`config.mk`:
```
export PLATFORM = sky130hd
export DESIGN_NAME = mod_updown_counter_flat
export DESIGN_NICKNAME = d
export VERILOG_FILES = /design/src/rtl/mod_updown_counter_if.sv /design/src/rtl/mod_updown_counter.sv /design/src/flat_wrapper.sv
export SDC_FILE = /design/constraint.sdc
export NUM_CORES = 1
export LEC_CHECK = 0
export ABC_AREA = 1
export CAP_MARGIN = 20
export CORE_AREA = 3 3 40 42
export CTS_CLUSTER_DIAMETER = 50
export DETAILED_ROUTE_END_ITERATION = 8
export DIE_AREA = 0 0 43 45
export PLACE_DENSITY = 0.6
export REMOVE_ABC_BUFFERS = 1
export SLEW_MARGIN = 5
export SYNTH_ARGS = -nofsm -noshare
export SYNTH_HDL_FRONTEND = slang
export SYNTH_SLANG_ARGS = --single-unit
export TNS_END_PERCENT = 5
```
`constraint.sdc`:
```
create_clock -name clk -period 3 [get_ports clk]
set_clock_uncertainty 0.05 [all_clocks]
set_input_delay 0.3 -clock clk [delete_from_list [all_inputs] [get_ports clk]]
set_output_delay 0.3 -clock clk [all_outputs]
set_load 0.02 [all_outputs]
```
`src/rtl/mod_updown_counter_if.sv`:
```
// Control and status bundle for mod_updown_counter.
// The stimulus side takes the master modport and the counter takes the slave modport.
interface mod_updown_counter_if #(
  parameter int WIDTH = 3
);
  logic             en;
  logic             up;
  logic             load;
  logic [WIDTH-1:0] load_val;
  logic             sat_mode;
  logic             ovf_clr;
  logic [WIDTH-1:0] count;
  logic             tc;
  logic             wrap_pulse;
  logic             ovf_sticky;

  modport master (
    output en, up, load, load_val, sat_mode, ovf_clr,
    input  count, tc, wrap_pulse, ovf_sticky
  );

  modport slave (
    input  en, up, load, load_val, sat_mode, ovf_clr,
    output count, tc, wrap_pulse, ovf_sticky
  );
endinterface

```
`src/rtl/mod_updown_counter.sv`:
```
// Modulo-N up/down counter with load, wrap or saturate, terminal count and a sticky overflow flag.
// Optional prescaler: define COUNTER_PRESCALE_EN to take one step every PRESCALE enabled cycles.
module mod_updown_counter #(
  parameter int WIDTH    = 3,
  parameter int MODULUS  = 8,
  parameter int PRESCALE = 4
) (
  input  logic                  clk,
  input  logic                  clr,
  mod_updown_counter_if.slave   bus
);

  // Reject illegal configurations at elaboration time.
  if (WIDTH < 1 || WIDTH > 16) begin : g_bad_width
    $error("mod_updown_counter: WIDTH must be in 1..16");
  end
  if (MODULUS < 2 || MODULUS > (1 << WIDTH)) begin : g_bad_modulus
    $error("mod_updown_counter: MODULUS must be in 2..2**WIDTH");
  end
  if (PRESCALE < 1 || PRESCALE > 256) begin : g_bad_prescale
    $error("mod_updown_counter: PRESCALE must be in 1..256");
  end

  // One extra bit keeps MODULUS itself representable when MODULUS == 2**WIDTH.
  localparam logic [WIDTH:0]   MOD_EXT = (WIDTH + 1)'(MODULUS);
  localparam logic [WIDTH:0]   MAX_EXT = (WIDTH + 1)'(MODULUS - 1);
  localparam logic [WIDTH-1:0] MAX_CNT = WIDTH'(MODULUS - 1);

  logic [WIDTH-1:0] count_q, count_d;
  logic             wrap_q, wrap_d;
  logic             ovf_q, ovf_d;
  logic             step;
  logic             at_max;
  logic             at_min;
  logic             ld_in_range;

  assign at_max      = {1'b0, count_q} == MAX_EXT;
  assign at_min      = count_q == '0;
  assign ld_in_range = {1'b0, bus.load_val} < MOD_EXT;

`ifdef COUNTER_PRESCALE_EN
  localparam int             PS_W    = (PRESCALE > 1) ? $clog2(PRESCALE) : 1;
  localparam logic [PS_W-1:0] PS_LAST = PS_W'(PRESCALE - 1);

  logic [PS_W-1:0] ps_q;
  logic            ps_hit;

  assign ps_hit = ps_q == PS_LAST;
  assign step   = bus.en && ps_hit;

  always_ff @(posedge clk) begin
    if (clr || bus.load) begin
      ps_q <= '0;
    end else if (bus.en) begin
      ps_q <= ps_hit ? '0 : ps_q + PS_W'(1);
    end
  end
`else
  assign step = bus.en;
`endif

  // NOTE: every output of this block gets a default before any branch, so no path leaves a variable unassigned and no latch is inferred.
  always_comb begin
    count_d = count_q;
    wrap_d  = 1'b0;
    ovf_d   = ovf_q && !bus.ovf_clr;

    if (bus.load) begin
      count_d = ld_in_range ? bus.load_val : MAX_CNT;
    end else if (step) begin
      if (bus.up) begin
        if (!at_max) begin
          count_d = count_q + WIDTH'(1);
        end else begin
          // Boundary event: set beats a coincident ovf_clr.
          ovf_d = 1'b1;
          if (!bus.sat_mode) begin
            count_d = '0;
            wrap_d  = 1'b1;
          end
        end
      end else begin
        if (!at_min) begin
          count_d = count_q - WIDTH'(1);
        end else begin
          ovf_d = 1'b1;
          if (!bus.sat_mode) begin
            count_d = MAX_CNT;
            wrap_d  = 1'b1;
          end
        end
      end
    end
  end

  // NOTE: state registers use non-blocking assignments so every flop samples pre-edge values regardless of statement order.
  always_ff @(posedge clk) begin
    if (clr) begin
      count_q <= '0;
      wrap_q  <= 1'b0;
      ovf_q   <= 1'b0;
    end else begin
      count_q <= count_d;
      wrap_q  <= wrap_d;
      ovf_q   <= ovf_d;
    end
  end

  assign bus.count      = count_q;
  assign bus.wrap_pulse = wrap_q;
  assign bus.ovf_sticky = ovf_q;
  assign bus.tc         = (bus.up && at_max) || (!bus.up && at_min);

endmodule

```
`src/flat_wrapper.sv`:
```
// flat-port wrapper written by rule: the top's interface ports become plain ports
module mod_updown_counter_flat 
#(
  parameter int WIDTH    = 3,
  parameter int MODULUS  = 8,
  parameter int PRESCALE = 4
)
  (clk, clr, bus_en, bus_up, bus_load, bus_load_val, bus_sat_mode, bus_ovf_clr, bus_count, bus_tc, bus_wrap_pulse, bus_ovf_sticky);
  mod_updown_counter_if #(.WIDTH(WIDTH)) bus_i ();
  input  logic clk;
  input  logic clr;
  input wire logic [$bits(bus_i.en)-1:0] bus_en;
  input wire logic [$bits(bus_i.up)-1:0] bus_up;
  input wire logic [$bits(bus_i.load)-1:0] bus_load;
  input wire logic [$bits(bus_i.load_val)-1:0] bus_load_val;
  input wire logic [$bits(bus_i.sat_mode)-1:0] bus_sat_mode;
  input wire logic [$bits(bus_i.ovf_clr)-1:0] bus_ovf_clr;
  output wire logic [$bits(bus_i.count)-1:0] bus_count;
  output wire logic [$bits(bus_i.tc)-1:0] bus_tc;
  output wire logic [$bits(bus_i.wrap_pulse)-1:0] bus_wrap_pulse;
  output wire logic [$bits(bus_i.ovf_sticky)-1:0] bus_ovf_sticky;
  assign bus_i.en = bus_en;
  assign bus_i.up = bus_up;
  assign bus_i.load = bus_load;
  assign bus_i.load_val = bus_load_val;
  assign bus_i.sat_mode = bus_sat_mode;
  assign bus_i.ovf_clr = bus_ovf_clr;
  assign bus_count = bus_i.count;
  assign bus_tc = bus_i.tc;
  assign bus_wrap_pulse = bus_i.wrap_pulse;
  assign bus_ovf_sticky = bus_i.ovf_sticky;
  mod_updown_counter #(.WIDTH(WIDTH), .MODULUS(MODULUS), .PRESCALE(PRESCALE)) u_core (.clk(clk), .clr(clr), .bus(bus_i));
endmodule
```
Word level (Yosys, flattened, before mapping):

Index checks and enable logic that the tools add are counted.

* add/subtract/negate cells: 2
* equality and inequality tests: 3
* mux-type cells: 16
* bitwise operators: 1
* reduce and logical (&&, ||, !) cells: 10

Operators by type and width (count)
* two-way mux 3 bit: 7
* two-way mux 1 bit: 9
* != test 4 bit (second input constant): 2
* adder 3 x 1 -> 3 bit (second input constant): 1
* equality test 3 bit (second input constant): 1
* logical AND 1 bit: 3
* zero test 3 bit: 1
* AND reduction 3 bit: 1
* OR reduction 3 bit: 1
* subtractor 3 x 1 -> 3 bit (second input constant): 1
* zero test 1 bit: 2
* nonzero test 2 bit: 1
* logical OR 1 bit: 1
* NOT 1 bit: 1

* bits in registers: 5
* input bits: 10
* output and inout port bits: 6
* word-level logic and storage cells: 35

Depth between registers and ports, before layout:

Gate-level depths: netlist of run 1.

* depth after elaboration: 6
* mapped depth: 10
* mapped depth without buffers: 10

Worst setup path after synthesis of run 1:

Ideal clock, no wire load.

* path kind: flip-flop to flip-flop
* start: register u_core.count_q[0], in the netlist u_core.bus.count[0]
* end: register u_core.count_q[1], in the netlist u_core.bus.count[1]
* library setup time: 0.113 ns
* arrival: 1.304 ns
* data required time: 2.837 ns
* path slack: 1.533 ns
* stages on the path, launching flop included: 8
* buffers on the path: 0
* clock period less this slack: 1.467 ns
* path through: dfxtp_1 > inv_1 > ha_1 > or2_1 > nand3_1 > nand2_1 > nor2_1 > nor2_1

* longest elaborated chain between the ends: 5
* elaborated cells on any way between the ends: 12
* those cells by class: add/sub (2); eq/ne (3); mux (5); reduce/logical (2)

RTL lines
* start: declaration: line mod_updown_counter.sv:29 `logic [WIDTH-1:0] count_q, count_d;`
* start signal: assignment: line mod_updown_counter.sv:103 `count_q <= count_d;`
* subtractor 3 x 1 -> 3 bit, or another cell as far along: line mod_updown_counter.sv:84 `count_d = count_q - WIDTH'(1);`
* two-way mux 3 bit, on equally long branches: line mod_updown_counter.sv:83, mod_updown_counter.sv:72
* two-way mux 3 bit: line mod_updown_counter.sv:71 `if (bus.up) begin`
* two-way mux 3 bit: line mod_updown_counter.sv:70 `end else if (step) begin`
* two-way mux 3 bit: line mod_updown_counter.sv:68 `if (bus.load) begin`

Several ways; a longest one is shown, not always the timed one. The select of a mux whose other input is x is not followed.
A chain may end at the register's enable or synchronous reset.

Worst setup path in the final report of run 1:

* start: register u_core.count_q[0], in the netlist u_core.bus.count[0]
* end: output port bus_tc

* longest elaborated chain between the ends: 3
* elaborated cells on any way between the ends: 5
* those cells by class: eq/ne (1); reduce/logical (4)

RTL lines
* equality test 3 bit / zero test 3 bit (equally long branches): line mod_updown_counter.sv:37, mod_updown_counter.sv:38
* logical AND 1 bit: line mod_updown_counter.sv:112 `assign bus.tc = (bus.up && at_max) || (!bus.up && at_min);`
* logical OR 1 bit *: line mod_updown_counter.sv:112
* end: declaration: line flat_wrapper.sv:19 `output wire logic [$bits(bus_i.tc)-1:0] bus_tc;`

Mark *: on every way between the ends. The rest lies on a longest branch, timed or not.

==> impl_results.md, run 1 <==
- DR vias: 415
- Final hold slack: between 400 and 500 ps
- WHS Endpoint: u_core.bus.ovf_sticky$_SDFF_PP0_
- Routed WL per cell: 8.723 µm
- CTS Buf Count: 3
- Register clock-pin slew on the reported worst setup and hold paths: roughly 40 ps
- Core Box Area: between 1000 and 1500 µm²
- GP Congestion: just under 0.8
- Synth unique cells: 14
- Initial drt markers: 5
- CTS max path bufs: 2
- PD cells: 405.6 nW/µm²
- Mean Syn Cell Area: about 6 µm²
- Share of cells above drive strength 1: 0.1139
- Tmin final: 2144 ps
- DRC Markers: 0
- Netlist Area Pre-Place: about 370 µm²
- Largest net degree at the start of global routing: 7
- First-pass GRT wire length: 1.352 mm
- Die area: a little under 2000 µm²
- Setup WS post-layout: 856.2 ps
- Yosys reg bits: 5
- Pleak: 0.2695 nW
- Worst skew pair latency: 240 ps
- Commonest non-fill, non-tap cells in the layout: nand2_1 (19), clkdlybuf4s50_1 (15), nor2_1 (10)
- R2r endpoint: u_core.bus.count[1]$_SDFFE_PP0P_
- Yosys warning count: 0
- Port-buffer cells: 15
- Antenna diodes: 0
- # resized after CTS: 0
- Rel. slew slack: 0.8564
- H-tree Lvls: 1
- Vias in the first global route: 335
- Final std cells w/o fill: 94
- P&R area growth vs syn: 53.24%
- Hold Path Class: reg -> reg
- GRT Residual Overflow: 0
- Root buf cell: clkbuf_4
- Dpl ws: 1025 ps
- Placed inst area: 535.5 µm²
- Cell count after synthesis: 60
- Status: completed
- Row count: 13
- Total GRT Usage: 0.09401
- Hold path startpoint: u_core.bus.ovf_sticky$_SDFF_PP0_
- Pre-antenna DRT Iters: 2
- Cell count after placement: 90
- Antenna viol nets, final: 0
- Max-slew violations: 0
- Worst-path cell with the longest stage delay: clkdlybuf4s50_1
- Worst Setup Path Type: reg -> out
- Element type at the critical path start: register
- Die Y: roughly 45 µm
- Final Instance Area: approximately 560 µm²
- Worst slew pin tran: 214.7 ps
- TritonCTS Sinks: 5
- Routed vias/inst: 4.415
- Worst EP arrival: about 1800 ps
- Commonest non-fill, non-tap cell in the layout: nand2_1
- Max frequency: roughly 0.47 GHz
- # nets final: between 90 and 100
- Worst-path cell chain: inv_1 -> ha_1 -> inv_1 -> nor2_1 -> nand2_1 -> nand2_1 -> clkdlybuf4s50_1
- Top Ports: 16
- Fin crit share: 0.7146
- CP endpoint kind: output pin
- Max cap viols: 0
- Final Hold Violating Endpoints: 0
- Setup Viol. Count Final: 0
- R2r worst-path depth: 7
- Critical-path maximum fanout: 4
- DIE WIDTH: 43 µm
- Slowest stage delay, CP: 610 ps
- Post-Route WL: 820 µm
- Initial core utilization: 0.2853
- Final HPWL DP: roughly 700 µm
- TNS Setup: 0 ps
- Setup crit start: u_core.bus.count[0]$_SDFFE_PP0P_
- Req. time, crit path: around 2700 ps
- Initial antenna violation count: 0
- Hold depth: 2
- Sequential element share of the synthesized area: 0.2730
- Hold Buf Count CTS: 0
- CTS tree: done
- Flop-to-flop setup slack: about 1600 ps
- RR Startpoint: u_core.bus.count[0]$_SDFFE_PP0P_
- Worst vdd ir: around 0.25 mV
- Post-CTS Setup Bufs: 0
- RSZ-0062 raised after global routing: false
## layout make-up
| cell class | instances | area (µm²) |
|---|---|---|
| Clock buffer | 4 | 26.28 |
| Fill cell | 160 | 723.2 |
| Inverter | 8 | 30.03 |
| Multi-Input combinational cell | 47 | 236.5 |
| Sequential cell | 5 | 100.1 |
| Tap cell | 15 | 18.77 |
| Timing Repair Buffer | 15 | 150.1 |
## critical path: cells and delay by family (launching register included)
kind / cells / cell delay, ps
adder cells (fa/ha/maj): 1 / 170
flip-flops: 1 / 340
buffers and inverters: 3 / 760
AND/OR/NAND/NOR: 3 / 290
## where the power goes
part / internal, mW / switching [mW] / total (mW) / leakage (nW)
combinational: 0.0372 / 0.0397 / 0.0769 / 0.213
sequential: 0.0717 / 0.00466 / 0.0764 / 0.0412
clock: 0.0501 / 0.0245 / 0.0746 / 0.0150
## state kept, by name (all words and copies together), names as in the netlist
register,flops
u_core.bus.count,3
u_core.bus.ovf_sticky,1
u_core.bus.wrap_pulse,1
## worst max-delay path by stage
stage,to,slack (ps),cells after the start
global route,bus_tc,700,7
detailed placement,bus_tc,1030,5
global placement,bus_tc,1020,5
floorplan,u_core.bus.count[1]$_SDFFE_PP0P_,1530,7
finish,bus_tc,860,7
CTS,bus_tc,840,7
## synthesized netlist by cell type
cell type  count  area (µm²)
nand2_1       19       71.32
inv_1          5       18.77
dfxtp_1        5       100.1
nor3_1         1       5.000
a21oi_1        2       10.01
nand3_1        5       25.02
inv_2          2       7.510
ha_1           4       50.05
nor2_1        10       37.54
nand2_2        3       18.77
or2_1          1       6.260
nor2_2         1       6.260
nand4_1        1       6.260
clkinv_1       1       3.750
## metrics by stage
stage	util	power (mW)
2_1_floorplan	-	0.1208
3_3_place_gp	0.4167	0.1547
3_5_place_dp	0.4167	0.1551
4_1_cts	0.4372	0.2336
5_1_grt	0.4372	0.2470
6_report	0.4372	0.2278
## logic make-up (layout without fill, tap and decap cells)
kind of cell    Yosys count  in the layout  share of synthesized area
simple gates             41             41                     0.4813
buf+inv                   8             27                    0.08191
flops                     5              5                     0.2730
fa+ha+maj                 4              4                     0.1365
compound gates            2              2                    0.02730
## metal layers
layer | up-vias | GRT usage | share of wire
met5 | - | 0 | 0
met4 | 0 | 0 | 0
met3 | 0 | 0.06375 | 0.085
met2 | 13 | 0.1557 | 0.46
met1 | 178 | 0.1082 | 0.45
li1 | 224 | - | -
Note: power is estimated with default switching activity, not from simulation.
==> run 2: changes to the inputs <==
PLACE_DENSITY = 0.62   (was 0.6)
clock period = 1.95 ns   (was 3 ns; I/O delays follow)
==> run 2 against run 1 <==
Register-to-register slack worse by 1000 ps. Worst setup slack worse by 630 ps. Cell count unchanged. Global-route usage increased by 0.50 points. First-iteration DRC count increased by 40%. Clock power grew 62%. Non-clock buffer count is the same. Die area is the same. Routed wire length is 5.0% higher. Design area decreased by 0.22%. Critical path depth unchanged. Worst hold slack got worse by 5.3 ps.
==> impl_results.md, run 2 (synthesis gave the netlist of run 1 again) <==
- Status: completed
- Routed vias/inst: 4.436 (+0.48%)
- Share of cells above drive strength 1: 0.1139 (unchanged)
- CP delay by family, top: buffers and inverters
- RR Startpoint: u_core.bus.count[0]$_SDFFE_PP0P_
- Total GRT Usage: 0.09900 (+0.004992)
- Hold depth: 2 (unchanged)
- Req. time, crit path: 1700 ps (-950 ps)
- Commonest non-fill, non-tap cells in the layout: nand2_1 (19), clkdlybuf4s50_1 (14), nor2_1 (10)
- Hold path startpoint: u_core.bus.ovf_sticky$_SDFF_PP0_
- RSZ-0062 raised after global routing: false
- CP bufs+invs: 3 (unchanged)
- Fin crit share: 0.8854
- DIE WIDTH: 43 µm (unchanged)
- Worst skew pair latency: 240 ps (about the same)
- Vias in the first global route: 351 (+4.8%)
- GP Congestion: 0.7923 (+2.4%)
- Top sig layer: met4
- Element type at the critical path start: register
- Die area: 1935 µm² (unchanged)
- Top Ports: 16 (unchanged)
- M1 WL: 405 µm (+9.8%)
- Worst EP arrival: 1480 ps (-310 ps)
- Pleak: 0.2728 nW (+1.2%)
- H-tree Lvls: 1 (unchanged)
- Commonest non-fill, non-tap cell in the layout: nand2_1
- First-pass GRT wire length: 1.380 mm (+2.1%)
- Flip-flop count of the largest register after layout: 3 (unchanged)
- PD cells: 634.9 nW/µm² (+57%)
- Hold Path Class: reg -> reg
- Setup Viol. Count Final: 0 (unchanged)
- Worst vdd ir: 0.2893 mV (+15%)
- Worst-path cell with the longest stage delay: dfxtp_1
- Antenna diodes: 0 (unchanged)
- Slowest stage delay, CP: 330 ps (-280 ps)
- TritonCTS Sinks: 5 (unchanged)
- Rel. slew slack: 0.8556 (about the same)
- Max frequency: 0.5792 GHz
- TNS Setup: 0 ps (unchanged)
- Tmin final: ~1700 ps
- R2r endpoint: u_core.bus.count[1]$_SDFFE_PP0P_
- Worst slew pin tran: 215.9 ps (+1.271 ps)
- Root buf cell: clkbuf_4
- Final HPWL DP: 745.1 µm (+7.1%)
- Post-CTS Setup Bufs: 0 (unchanged)
- Worst-path cell chain: inv_1 -> ha_1 -> inv_1 -> nor2_1 -> nand2_1 -> nand2_1 -> dlygate4sd2_1
- Flop-to-flop setup slack: 530 ps (-1040 ps)
- CTS tree: done
- Port-buffer cells: 15 (unchanged)
- R2r worst-path depth: 7 (unchanged)
- DRC Markers: 0 (unchanged)
- GRT Residual Overflow: 0 (unchanged)
- Final Instance Area: 560.5 µm² (-0.22%)
- Routed WL per cell: 9.160 µm (+5.0%)
- CTS Buf Count: 3 (unchanged)
- P&R area growth vs syn: 52.90%
- WHS Endpoint: u_core.bus.ovf_sticky$_SDFF_PP0_
- Max-slew violations: 0 (unchanged)
- Die Y: 45 µm (unchanged)
- CTS max path bufs: 2 (unchanged)
- Fillers: 138 (-14%)
- Core Box Area: 1285 µm² (unchanged)
- Initial core utilization: 0.2853 (unchanged)
- Final core utilization: 0.4362 (-0.0009740)
- Initial antenna violation count: 0 (unchanged)
- Register clock-pin slew on the reported worst setup and hold paths: 40 ps (about the same)
- Pre-antenna DRT Iters: 4 (+2)
- # nets final: 94 (unchanged)
- Antenna viol nets, final: 0 (unchanged)
- Critical-path maximum fanout: 4 (unchanged)
- Met3 Routed Length: 44 µm (-37%)
- Worst Setup Path Type: reg -> out
- Placed inst area: 535.5 µm² (unchanged)
- DR vias: 417 (+0.48%)
- Largest net degree at the start of global routing: 7 (unchanged)
- Row count: 13 (unchanged)
- Max cap viols: 0 (unchanged)
- CP endpoint kind: output pin
- Final Hold Violating Endpoints: 0 (unchanged)
- Initial drt markers: 7 (+2)
- Post-Route WL: 861 µm (+5.0%)
- Met2 WL: 396 µm (+4.2%)
## run 2: cell count changes in the layout (fill, tap and decap cells not counted), sizes merged
cell           change
clkdlybuf4s50      -1
dlygate4sd2        +1
## run 2: worst reg2reg max path, cell delays in order, from the launching register on
cell     delay (ps)
dfxtp_1         370
inv_1            90
ha_1            310
or2_1           230
nand3_1          60
nand2_1          50
nor2_1          100
nor2_1           50
## run 2: area by class of cell
type	instances	area, µm²	share of cell area
inverters	8	30.03	0.05357
clock buffers	4	26.28	0.04687
well taps	15	18.77	0.03348
flip-flops and latches	5	100.1	0.1786
repair buffers	15	148.9	0.2656
multi-input cells	47	236.5	0.4219
## run 2: what timing repair did
action,CTS,global route
setup endpoints to repair,1,0
hold buffers,0,0
hold endpoints to repair,0,0
gates resized for setup,1,0
## run 2: worst max-delay path by stage
| stage | start | end | slack [ps] | cells after the start |
|---|---|---|---|---|
| global placement | bus_up | bus_tc | 190 | 5 |
| CTS | u_core.bus.count[0]$_SDFFE_PP0P_ | bus_tc | 200 | 7 |
| floorplan | u_core.bus.count[0]$_SDFFE_PP0P_ | u_core.bus.count[1]$_SDFFE_PP0P_ | 480 | 7 |
| detailed placement | bus_up | bus_tc | 180 | 5 |
| finish | u_core.bus.count[0]$_SDFFE_PP0P_ | bus_tc | 220 | 7 |
| global route | u_core.bus.count[0]$_SDFFE_PP0P_ | bus_tc | 60 | 7 |
## run 2: through the flow
| step | total power, mW | hold WS [ps] | instances | setup slack [ps] |
|---|---|---|---|---|
| finish | 0.3559 | 413.0 | 94 | 223.6 |
| global route | 0.3860 | 444.3 | 94 | 56.79 |
| CTS | 0.3627 | 417.3 | 94 | 199.7 |
| detailed placement | 0.2387 | 411.7 | 90 | 177.3 |
| global placement | 0.2392 | 407.4 | 90 | 187.2 |
| floorplan | 0.1858 | 214.1 | 60 | 483.2 |
## run 2: per-layer routing
layer / vias to the layer above / GRT usage
li1: 223 / -
met1: 184 / 0.1322
met2: 8 / 0.1287
met3: 2 / 0.03586
met4: 0 / 0.07229
met5: - / 0
## run 2: where the power goes
group	total [mW]	internal [mW]	switching, mW	leakage, nW
Combinational	0.117	0.0556	0.0616	0.217
Clock	0.121	0.0774	0.0435	0.0150
Sequential	0.118	0.110	0.00751	0.0412
Total	0.356	0.243	0.113	0.273
==> run 3: changes to the inputs <==
CELL_PAD_IN_SITES_DETAIL_PLACEMENT = 0   (was default)
CELL_PAD_IN_SITES_GLOBAL_PLACEMENT = 1   (was default)
CORE_AREA = default   (was 3 3 40 42)
CORE_MARGIN = 3   (was default)
CORE_UTILIZATION = 22   (was default)
DIE_AREA = default   (was 0 0 43 45)
PLACE_DENSITY = 0.73   (was 0.62)
==> run 3 against run 2 <==
Total power decreased by 0.99%. Worst setup slack got worse by 38 ps. Die area increased by 13%. Worst hold slack improved by 7.7 ps. Largest cell class unchanged.
==> impl_results.md, run 3 (synthesis gave the netlist of run 1 again) <==
- Status: completed
- Commonest non-fill, non-tap cells in the layout: nand2_1 (19), clkdlybuf4s50_1 (14), nor2_1 (10)
- DR vias: 406 (-2.6%)
- M1 WL: 448 µm (+11%)
- Die area: 2192 µm² (+13%)
- DIE WIDTH: 46.82 µm (+8.9%)
- Max frequency: 0.5669 GHz (-2.1%)
- Dpl ws: 172.6 ps (-4.782 ps)
- Worst skew pair latency: 240 ps (about the same)
- Top sig layer: met3
- TritonCTS Sinks: 5 (unchanged)
- Final HPWL DP: 802.6 µm (+7.7%)
- Max-slew violations: 0 (unchanged)
- Initial antenna violation count: 0 (unchanged)
- Flip-flop count of the largest register after layout: 3 (unchanged)
- Fillers: 189 (+37%)
- Worst slew pin tran: 229.7 ps (+13.81 ps)
- Antenna viol nets, final: 0 (unchanged)
- Core Box Area: 1541 µm² (+20%)
- H-tree Lvls: 1 (unchanged)
- Share of cells above drive strength 1: 0.1139 (unchanged)
- Routed vias/inst: 4.274 (-3.7%)
- RSZ-0062 raised after global routing: false
- Max cap viols: 0 (unchanged)
- CTS Buf Count: 3 (unchanged)
- Fin crit share: 0.9047 (+0.01932)
- First-pass GRT wire length: 1.593 mm (+15%)
- Setup WS post-layout: 185.9 ps (-37.68 ps)
- Setup Viol. Count Final: 0 (unchanged)
- Final hold slack: 420.8 ps (+7.732 ps)
- Row count: 14 (+1)
- Commonest non-fill, non-tap cell in the layout: nand2_1
- Cell count after placement: 91 (+1.1%)
- Final Instance Area: 561.8 µm² (+0.22%)
- Critical-path maximum fanout: 4 (unchanged)
- Placed inst area: 536.8 µm² (+0.23%)
- Post-Route WL: 930 µm (+8.0%)
- Rel. slew slack: 0.8464 (-0.009235)
- Port-buffer cells: 15 (unchanged)
- GRT Residual Overflow: 0 (unchanged)
- Register clock-pin slew on the reported worst setup and hold paths: 40 ps (about the same)
- Worst Setup Path Type: reg -> out
- GP Congestion: 0.7960 (+0.47%)
- Final Hold Violating Endpoints: 0 (unchanged)
- Pleak: 0.2728 nW (unchanged)
- Root buf cell: clkbuf_4
- TNS Setup: 0 ps (unchanged)
- Met3 Routed Length: 78 µm (+77%)
- Tmin final: 1764 ps (+37.68 ps)
- # nets final: 94 (unchanged)
- Total GRT Usage: 0.1070 (+0.007975)
- Largest net degree at the start of global routing: 7 (unchanged)
- Element type at the critical path start: register
- Vias in the first global route: 379 (+8.0%)
- Post-CTS Setup Bufs: 0 (unchanged)
- P&R area growth vs syn: 53.24%
- Die Y: 46.82 µm (+4.0%)
- Pre-antenna DRT Iters: 4 (unchanged)
- Worst EP arrival: 1520 ps (+40 ps)
- Antenna diodes: 0 (unchanged)
- DRC Markers: 0 (unchanged)
- Hold Path Class: reg -> reg
- CP endpoint kind: output pin
- Met2 WL: 403 µm (+1.8%)
- CTS tree: done
- Final core utilization: 0.3644 (-0.07177)
- Worst vdd ir: 0.4338 mV (+50%)
- Routed WL per cell: 9.789 µm (+6.9%)
- Req. time, crit path: 1700 ps (about the same)
- PD cells: 627.2 nW/µm² (-1.2%)
- Final std cells w/o fill: 95 (+1.1%)
- Initial drt markers: 4 (-3)
- Power Total: 0.3524 mW (-0.99%)
- Top Ports: 16 (unchanged)
- Initial core utilization: 0.2378 (-0.04747)
- CTS max path bufs: 2 (unchanged)
## run 3: metal layers
layer  vias up  global-route usage
met5         -                   0
met4         0             0.01657
met3         0             0.07280
met2        15              0.1707
met1       167              0.1207
li1        224                   -
## run 3: power breakdown
group          internal [mW]  switching (mW)  total, mW
Clock                 0.0772          0.0398      0.117
Combinational         0.0557          0.0617      0.117
Sequential             0.110         0.00764      0.118
Total                  0.243           0.109      0.352
## run 3: worst max-delay path, stage by stage, from the launching register on
cell           delay (ps)
dfxtp_1               340
inv_1                 110
ha_1                  170
inv_1                  40
nor2_1                120
nand2_1                90
nand2_1                80
dlygate4sd2_1         330
## run 3: worst paths after layout
check / start / end / slack, ps / cells after the start
max: u_core.bus.count[0]$_SDFFE_PP0P_ / bus_tc / 190 / 7
min: u_core.bus.ovf_sticky$_SDFF_PP0_ / u_core.bus.ovf_sticky$_SDFF_PP0_ / 420 / 2
max reg2reg: u_core.bus.count[0]$_SDFFE_PP0P_ / u_core.bus.count[1]$_SDFFE_PP0P_ / 500 / 7
min reg2reg: u_core.bus.ovf_sticky$_SDFF_PP0_ / u_core.bus.ovf_sticky$_SDFF_PP0_ / 420 / 2
## run 3: what timing repair did
action                                 in CTS  in global routing
setup endpoints to repair                   1                  0
gates resized for setup                     1                  0
endpoints found under the hold margin       0                  0
hold buffers                                0                  0
## run 3: area by class of cell
| type | instances | area (µm²) | area share |
|---|---|---|---|
| clock buffers | 4 | 26.28 | 0.04677 |
| inverters | 8 | 30.03 | 0.05345 |
| multi-input cells | 47 | 236.5 | 0.4209 |
| flip-flops and latches | 5 | 100.1 | 0.1782 |
| well taps | 16 | 20.02 | 0.03563 |
| repair buffers | 15 | 148.9 | 0.2650 |
